File: config.mk
export PLATFORM = sky130hd
export DESIGN_NAME = seven_seg_decoder
export DESIGN_NICKNAME = d
export VERILOG_FILES = /design/src/rtl/seven_seg_decoder.sv
export SDC_FILE = /design/constraint.sdc
export NUM_CORES = 1
export LEC_CHECK = 0
export CORE_MARGIN = 1
export CORE_UTILIZATION = 40
export DETAILED_ROUTE_END_ITERATION = 8
export PLACE_DENSITY = 0.68
export SLEW_MARGIN = 20
export SYNTH_ARGS = -nofsm -noshare
export SYNTH_HDL_FRONTEND = slang
export SYNTH_SLANG_ARGS = --single-unit
File: constraint.sdc
create_clock -name clk -period 4 [get_ports clk]
set_input_delay 1.2 -clock clk [delete_from_list [all_inputs] [get_ports clk]]
set_output_delay 1.2 -clock clk [all_outputs]
set_load 0.02 [all_outputs]
File: src/rtl/seven_seg_decoder.sv
// Decodes active-low 7-segment codes back to BCD behind a one-entry valid/ready buffer,
// keeping a shift history of decoded digits and a saturating count of illegal codes.
`timescale 1ns/1ps

module seven_seg_decoder #(
    parameter int DIGITS = 4,
    parameter int ERR_W  = 8
) (
    input  logic                  clk,
    input  logic                  rst,
    input  logic [6:0]            seg_in,
    input  logic                  seg_valid,
    output logic                  seg_ready,
    output logic [3:0]            digit_out,
    output logic                  digit_blank,
    output logic                  digit_err,
    output logic                  digit_valid,
    input  logic                  digit_ready,
    output logic [4*DIGITS-1:0]   bcd_hist,
    output logic [ERR_W-1:0]      err_cnt,
    output logic                  err_sticky
);

    localparam logic [0:0] EMPTY = 1'b0;
    localparam logic [0:0] FULL  = 1'b1;

    logic [0:0]          state_q, state_d;
    logic [3:0]          digit_q;
    logic                blank_q, err_q;
    logic [4*DIGITS-1:0] hist_q, hist_d, histShift;
    logic [ERR_W-1:0]    errCnt_q, errCnt_d;
    logic                sticky_q, sticky_d;

    logic                accept;
    logic                legalDigit;
    logic [3:0]          decDigit;
    logic                decBlank, decErr;

    // A full buffer can still take a new code when the consumer drains it on the same edge.
    assign seg_ready  = (state_q == EMPTY) || digit_ready;
    assign accept     = seg_valid && seg_ready;
    assign legalDigit = accept && !decBlank && !decErr;

    always_comb begin
        decDigit = 4'hE;
        decBlank = 1'b0;
        decErr   = 1'b0;
        case (seg_in)
            7'b1000000: decDigit = 4'd0;
            7'b1111001: decDigit = 4'd1;
            7'b0100100: decDigit = 4'd2;
            7'b0110000: decDigit = 4'd3;
            7'b0011001: decDigit = 4'd4;
            7'b0010010: decDigit = 4'd5;
            7'b0000010: decDigit = 4'd6;
            7'b1111000: decDigit = 4'd7;
            7'b0000000: decDigit = 4'd8;
            7'b0010000: decDigit = 4'd9;
            7'b1111111: begin
                decDigit = 4'hF;
                decBlank = 1'b1;
            end
            default: begin
                decDigit = 4'hE;
                decErr   = 1'b1;
            end
        endcase
    end

    always_comb begin
        state_d = state_q;
        case (state_q)
            EMPTY:   if (accept) state_d = FULL;
            FULL:    if (digit_ready && !accept) state_d = EMPTY;
            default: state_d = EMPTY;
        endcase
    end

    // A single-digit history has nothing to shift, so it just reloads.
    generate
        if (DIGITS == 1) begin : g_single
            assign histShift = decDigit;
        end else begin : g_multi
            assign histShift = {hist_q[4*DIGITS-5:0], decDigit};
        end
    endgenerate

    always_comb begin
        hist_d   = legalDigit ? histShift : hist_q;
        errCnt_d = errCnt_q;
        sticky_d = sticky_q;
        if (accept && decErr) begin
            sticky_d = 1'b1;
            if (errCnt_q != '1) begin
                errCnt_d = errCnt_q + ERR_W'(1);
            end
        end
    end

    always_ff @(posedge clk or posedge rst) begin
        if (rst) begin
            state_q  <= EMPTY;
            digit_q  <= 4'h0;
            blank_q  <= 1'b0;
            err_q    <= 1'b0;
            hist_q   <= '0;
            errCnt_q <= '0;
            sticky_q <= 1'b0;
        end else begin
            state_q  <= state_d;
            hist_q   <= hist_d;
            errCnt_q <= errCnt_d;
            sticky_q <= sticky_d;
            if (accept) begin
                digit_q <= decDigit;
                blank_q <= decBlank;
                err_q   <= decErr;
            end
        end
    end

    assign digit_valid = (state_q == FULL);
    assign digit_out   = digit_q;
    assign digit_blank = blank_q;
    assign digit_err   = err_q;
    assign bcd_hist    = hist_q;
    assign err_cnt     = errCnt_q;
    assign err_sticky  = sticky_q;

endmodule

==> results.yml, run 1 <==
run_status:
  status: "complete, no violations"
timing:
  drv_slew: 0
  skew_ps: 3.59
  setup_viol: 0
  grt_setup_unrepaired: "false"
  finalCritPeriodShare_pct: 90.5
  worst_slack_ps: 380
  max_freq_ghz: 0.276
  hold_violations: 0
  hold_ws_ps: 477
  relSlewSlack_pct: 65.5
  fin_setup_tns_ps: 0
  period_needed_ps: 3620
  tightest_slew_ps: 516
worst_setup_path:
  crit_chain: "clkdlybuf4s50_1, nand2b_1, clkdlybuf4s50_1"
  critical_path.max_fanout: 4
  cp.required_ps: 2800
  cp-start-kind: "input port"
  r2r_cells: 5
  critPathBufInv: 2
  crit_family: "buffers and inverters"
  slowest_delay_ps: 630
  cp.arrival_ps: 2420
  r2r_slack_ps: 2040
  endpoint_kind: "primary output"
  crit-reg2reg-launch: "digit_valid"
  worstSetupPathType: "input port to primary output"
  crit_start: "digit_ready"
  cp_slowest_cell: "clkdlybuf4s50_1"
  crit_top_cell: "clkdlybuf4s50_1"
  r2r-end: "bcd_hist[3]"
power:
  irDropWorstVdd_mv: 0.209
  p_leak_nw: 0.887
  power_density_nw_per_um2: 487
  p_total_mw: 1.04
drt:
  drt-initial-drc-count: 36
  wire_per_inst_um: 13.1
  num_vias: 1215
  wl_um: 3070
  drc: 0
  firstDrtPassIters: 4
  detail-route-antenna-nets: 0
  vias_per_cell: 5.19
synth:
  ys_seq_area_share_pct: 50.2
  synth_cells: 141
  async_flop_share_pct: 100
  ys_ff_latch: 32
  syn_area_um2: 1590
  dominantRegCellSynth: "dfrtp_1"
  synth.net_count: 153
  ys_warn_count: 0
  avgSynthCellArea_um2: 11.3
  synth_edf_count: 0
  synth_cell_types: 41
layout:
  layout_commonest_cell: "clkdlybuf4s50_1"
  nNetsFinal: 198
  areaGrowthSynthToFinish_pct: 34.2
  diodes: 0
  design_area_um2: 2140
  final_cell_mix: "clkdlybuf4s50_1, dfrtp_1, mux2_2, nor2_1, nand2_1"
  finalCoreUtilization_pct: 57.2
  drive_gt1_share_pct: 16.7
  final_cells: 234
hold_path:
  min_from: "err_sticky"
  holdPathStages: 1
  min_path_type: "flop to flop"
  holdPathEnd: "err_sticky"
place:
  io_buffer_count: 43
  dp_hpwl_um: 2300
  gp_congestion: 0.968
  dp.cells: 227
  placed_area_um2: 2040
  dp_slack_ps: 378
grt:
  track_usage_pct: 16.6
  grt_antenna_before_repair: 0
  overflow: 0
  grt_max_degree: 33
  grt_pass1_wl_um: 5370
  grt_pass1_vias: 1224
floorplanning:
  fp.dieH_um: 65.1
  die_area_um2: 4240
  start_util_pct: 42.6
  ios: 44
  die_x_um: 65.1
  rows: 22
  core-area_um2: 3740
flow_run:
  maxCapViolCount: 0
clock_network:
  cts_setup_buffers: 0
  tritoncts: "built"
  clkTransAtPathRegs_ps: 60
  cts_sinks: 32
  htreeDepth: 2
  cts.repair.resized: 0
  clock_path_buffers: 2
  hold_buffers: 0
  clock_latency_ps: 280
  cts_made_buffers: 5
  root_buffer: "clkbuf_8"
==> worst reg2reg max path: stages, from the launching register on <==
cell      delay, ps
dfrtp_1         380
nand2b_1        120
and2_1          260
o21ai_0         220
a21oi_4         470
mux2_2          400
==> power by group <==
part | switching [mW] | internal (mW)
combinational | 0.163 | 0.179
clock | 0.106 | 0.153
sequential | 0.0563 | 0.385
==> kinds of logic after synthesis <==
kind of cell    after synthesis  share of synthesized area [%]
compound gates               18                           9.18
xor+xnor                      7                           3.85
fa+ha+maj                     1                          0.785
buf+inv                      12                           4.71
flops                        32                           50.2
mux                          17                           11.9
simple gates                 54                           19.3
==> Yosys cell counts (2+ instances only) <==
| cell | number | area, um2 |
|---|---|---|
| nand2_1 | 10 | 37.5 |
| o21a_1 | 4 | 30.0 |
| buf_6 | 3 | 33.8 |
| dfrtp_1 | 32 | 801 |
| a211oi_1 | 2 | 15.0 |
| inv_1 | 5 | 18.8 |
| a21oi_1 | 4 | 20.0 |
| nand4_1 | 2 | 12.5 |
| nor4_1 | 2 | 12.5 |
| nand3_1 | 7 | 35.0 |
| nand4b_1 | 2 | 17.5 |
| and2_1 | 2 | 12.5 |
| nor3_1 | 3 | 15.0 |
| mux2_2 | 16 | 180 |
| xnor2_1 | 7 | 61.3 |
| nor2_1 | 11 | 41.3 |
| buf_2 | 2 | 10.0 |
| nand2b_1 | 4 | 25.0 |
==> sequential cells by signal, summed over array words and instances, names as in the netlist <==
| name | flops |
|---|---|
| err_cnt | 8 |
| err_sticky | 1 |
| digit_blank | 1 |
| digit_err | 1 |
| bcd_hist | 16 |
| digit_valid | 1 |
| digit_out | 4 |
==> worst max path at each step <==
stage	end	cells after the start	slack, ps
after global routing	seg_ready	3	330
after detailed placement	seg_ready	3	380
after floorplan	bcd_hist[0]	7	1150
after CTS	seg_ready	3	370
after global placement	seg_ready	3	400
final	seg_ready	3	380
==> final cells by class <==
| type | instances | area [um2] |
|---|---|---|
| tap | 48 | 60.1 |
| sequential | 32 | 801 |
| multi-input combinational | 97 | 718 |
| fill | 345 | 1600 |
| timing repair buffer | 45 | 445 |
| inverter | 5 | 18.8 |
| clock buffer | 7 | 96.3 |
==> per-layer routing <==
| layer | share of wire, % | GRT usage (%) | up-vias |
|---|---|---|---|
| li1 | - | - | 590 |
| met1 | 43 | 19.0 | 594 |
| met2 | 52 | 28.9 | 24 |
| met3 | 3.2 | 3.65 | 7 |
| met4 | 2.2 | 8.97 | 0 |
| met5 | 0 | 0 | - |
Note: power is estimated with default switching activity, not from simulation.
==> run 2, diff against run 1 <==
--- a/config.mk
+++ b/config.mk
@@ -7,6 +7,7 @@
 export LEC_CHECK = 0
 export CORE_MARGIN = 1
 export CORE_UTILIZATION = 40
+export CTS_CLUSTER_SIZE = 24
 export DETAILED_ROUTE_END_ITERATION = 8
 export PLACE_DENSITY = 0.68
 export SLEW_MARGIN = 20
==> results of run 2 <==
Same layout as run 1: the final DEF is identical, and so are final timing and power.
==> run 3, diff against run 2 <==
--- a/config.mk
+++ b/config.mk
@@ -9,7 +9,7 @@
 export CORE_UTILIZATION = 40
 export CTS_CLUSTER_SIZE = 24
 export DETAILED_ROUTE_END_ITERATION = 8
-export PLACE_DENSITY = 0.68
+export PLACE_DENSITY = 0.7
 export SLEW_MARGIN = 20
 export SYNTH_ARGS = -nofsm -noshare
 export SYNTH_HDL_FRONTEND = slang
==> run 3 against run 2 <==
Effect of this change:
- utilization is 0.10 points lower
- fmax down 0.20%
- critical path depth stayed put
- combinational power barely moved
- clock skew fell by 0.63 ps
- via count fell by 1.6%
- largest power group unchanged
==> results.yml, run 3 (synthesis results as in run 1) <==
drt:
  drc: 0
  vias_per_cell: 5.09
  num_vias: 1196
  wl_um: 3080
  firstDrtPassIters: 4
  detail-route-antenna-nets: 0
  drt-initial-drc-count: 20
  wire_per_inst_um: 13.1
timing:
  relSlewSlack_pct: 66.4
  fin_setup_tns_ps: 0
  skew_ps: 2.96
  drv_slew: 0
  period_needed_ps: 3630
  grt_setup_unrepaired: "false"
  hold_violations: 0
  tightest_slew_ps: 504
  setup_viol: 0
  max_freq_ghz: 0.276
  finalCritPeriodShare_pct: 90.7
  worst_slack_ps: 372
worst_setup_path:
  cp.required_ps: 2800
  worstSetupPathType: "input port to primary output"
  endpoint_kind: "primary output"
  r2r_slack_ps: 2050
  cp.arrival_ps: 2430
  cp-start-kind: "input port"
  critical_path.max_fanout: 4
layout:
  drive_gt1_share_pct: 17.1
  design_area_um2: 2140
  nNetsFinal: 198
  largest_register_ffs: 16
  num-fill-cells: 333
  diodes: 0
  areaGrowthSynthToFinish_pct: 34.0
  final_cell_mix: "clkdlybuf4s50_1, dfrtp_1, mux2_2, nor2_1, nand2_1"
  layout_commonest_cell: "clkdlybuf4s50_1"
clock_network:
  tritoncts: "built"
  clock_path_buffers: 2
  clkTransAtPathRegs_ps: 60
  clock_latency_ps: 270
  cts_made_buffers: 5
  cts_setup_buffers: 0
  hold_buffers: 0
  root_buffer: "clkbuf_8"
  cts_sinks: 32
  cts.repair.resized: 0
  htreeDepth: 2
place:
  dp_hpwl_um: 2350
  gp_congestion: 0.971
  dp_slack_ps: 374
  placed_area_um2: 2040
  io_buffer_count: 43
grt:
  grt_pass1_wl_um: 5380
  grtUsageMet1_pct: 18.9
  grtUsageMet2_pct: 29.6
  track_usage_pct: 16.4
  grt_use_met3_pct: 2.78
  busiest_layer: "met2"
  grt_max_degree: 33
  overflow: 0
  grt_pass1_vias: 1218
  grt_antenna_before_repair: 0
floorplanning:
  core-area_um2: 3740
  die_x_um: 65.1
  ios: 44
  start_util_pct: 42.6
  rows: 22
  fp.dieH_um: 65.1
  die_area_um2: 4240
flow_run:
  maxCapViolCount: 0
power:
  irDropWorstVdd_mv: 0.165
  power_density_nw_per_um2: 482
  p_leak_nw: 0.888
  p_total_mw: 1.03
hold_path:
  min_path_type: "flop to flop"
run_status:
  status: "complete, no violations"
run 3: final timing paths:
check | start | end | cells past startpoint
worst max-delay path | digit_ready | seg_ready | 3
worst min-delay path | err_sticky | err_sticky | 1
worst max register to register | digit_valid | bcd_hist[13] | 5
worst min register to register | err_sticky | err_sticky | 1
max in group asynchronous | rst | bcd_hist[11] | 3
min in group asynchronous | rst | err_cnt[1] | 3
run 3: per-stage QoR:
stage | std cells | utilization, % | hold WS [ps]
finish | 235 | 57.1 | 465
global route | 235 | 57.1 | 514
CTS | 235 | 57.1 | 471
detailed placement | 227 | 54.6 | 456
global placement | 227 | 54.6 | 452
floorplan | 141 | - | 582
run 3: worst max-delay path, stage by stage:
cell and delay [ps]:
clkdlybuf4s50_1 450, nand2b_1 150, clkdlybuf4s50_1 620
run 3: final cells by class:
| class | count | area [um2] | area share [%] |
|---|---|---|---|
| flip-flops and latches | 32 | 801 | 37.5 |
| multi-input cells | 97 | 718 | 33.6 |
| repair buffers | 45 | 445 | 20.9 |
| clock buffers | 6 | 82.6 | 3.87 |
| well taps | 48 | 60.1 | 2.81 |
| inverters | 5 | 18.8 | 0.879 |
| clock inverters | 2 | 10.0 | 0.469 |
run 3: where the power goes:
part	switching [mW]	internal [mW]
registers	0.0553	0.385
logic	0.163	0.178
clock network	0.111	0.137
run 3: routing by layer:
layer | vias to the layer above | share of wire (%)
li1 | 592 | -
met1 | 568 | 43
met2 | 29 | 52
met3 | 7 | 3.3
met4 | 0 | 1.7
met5 | - | 0
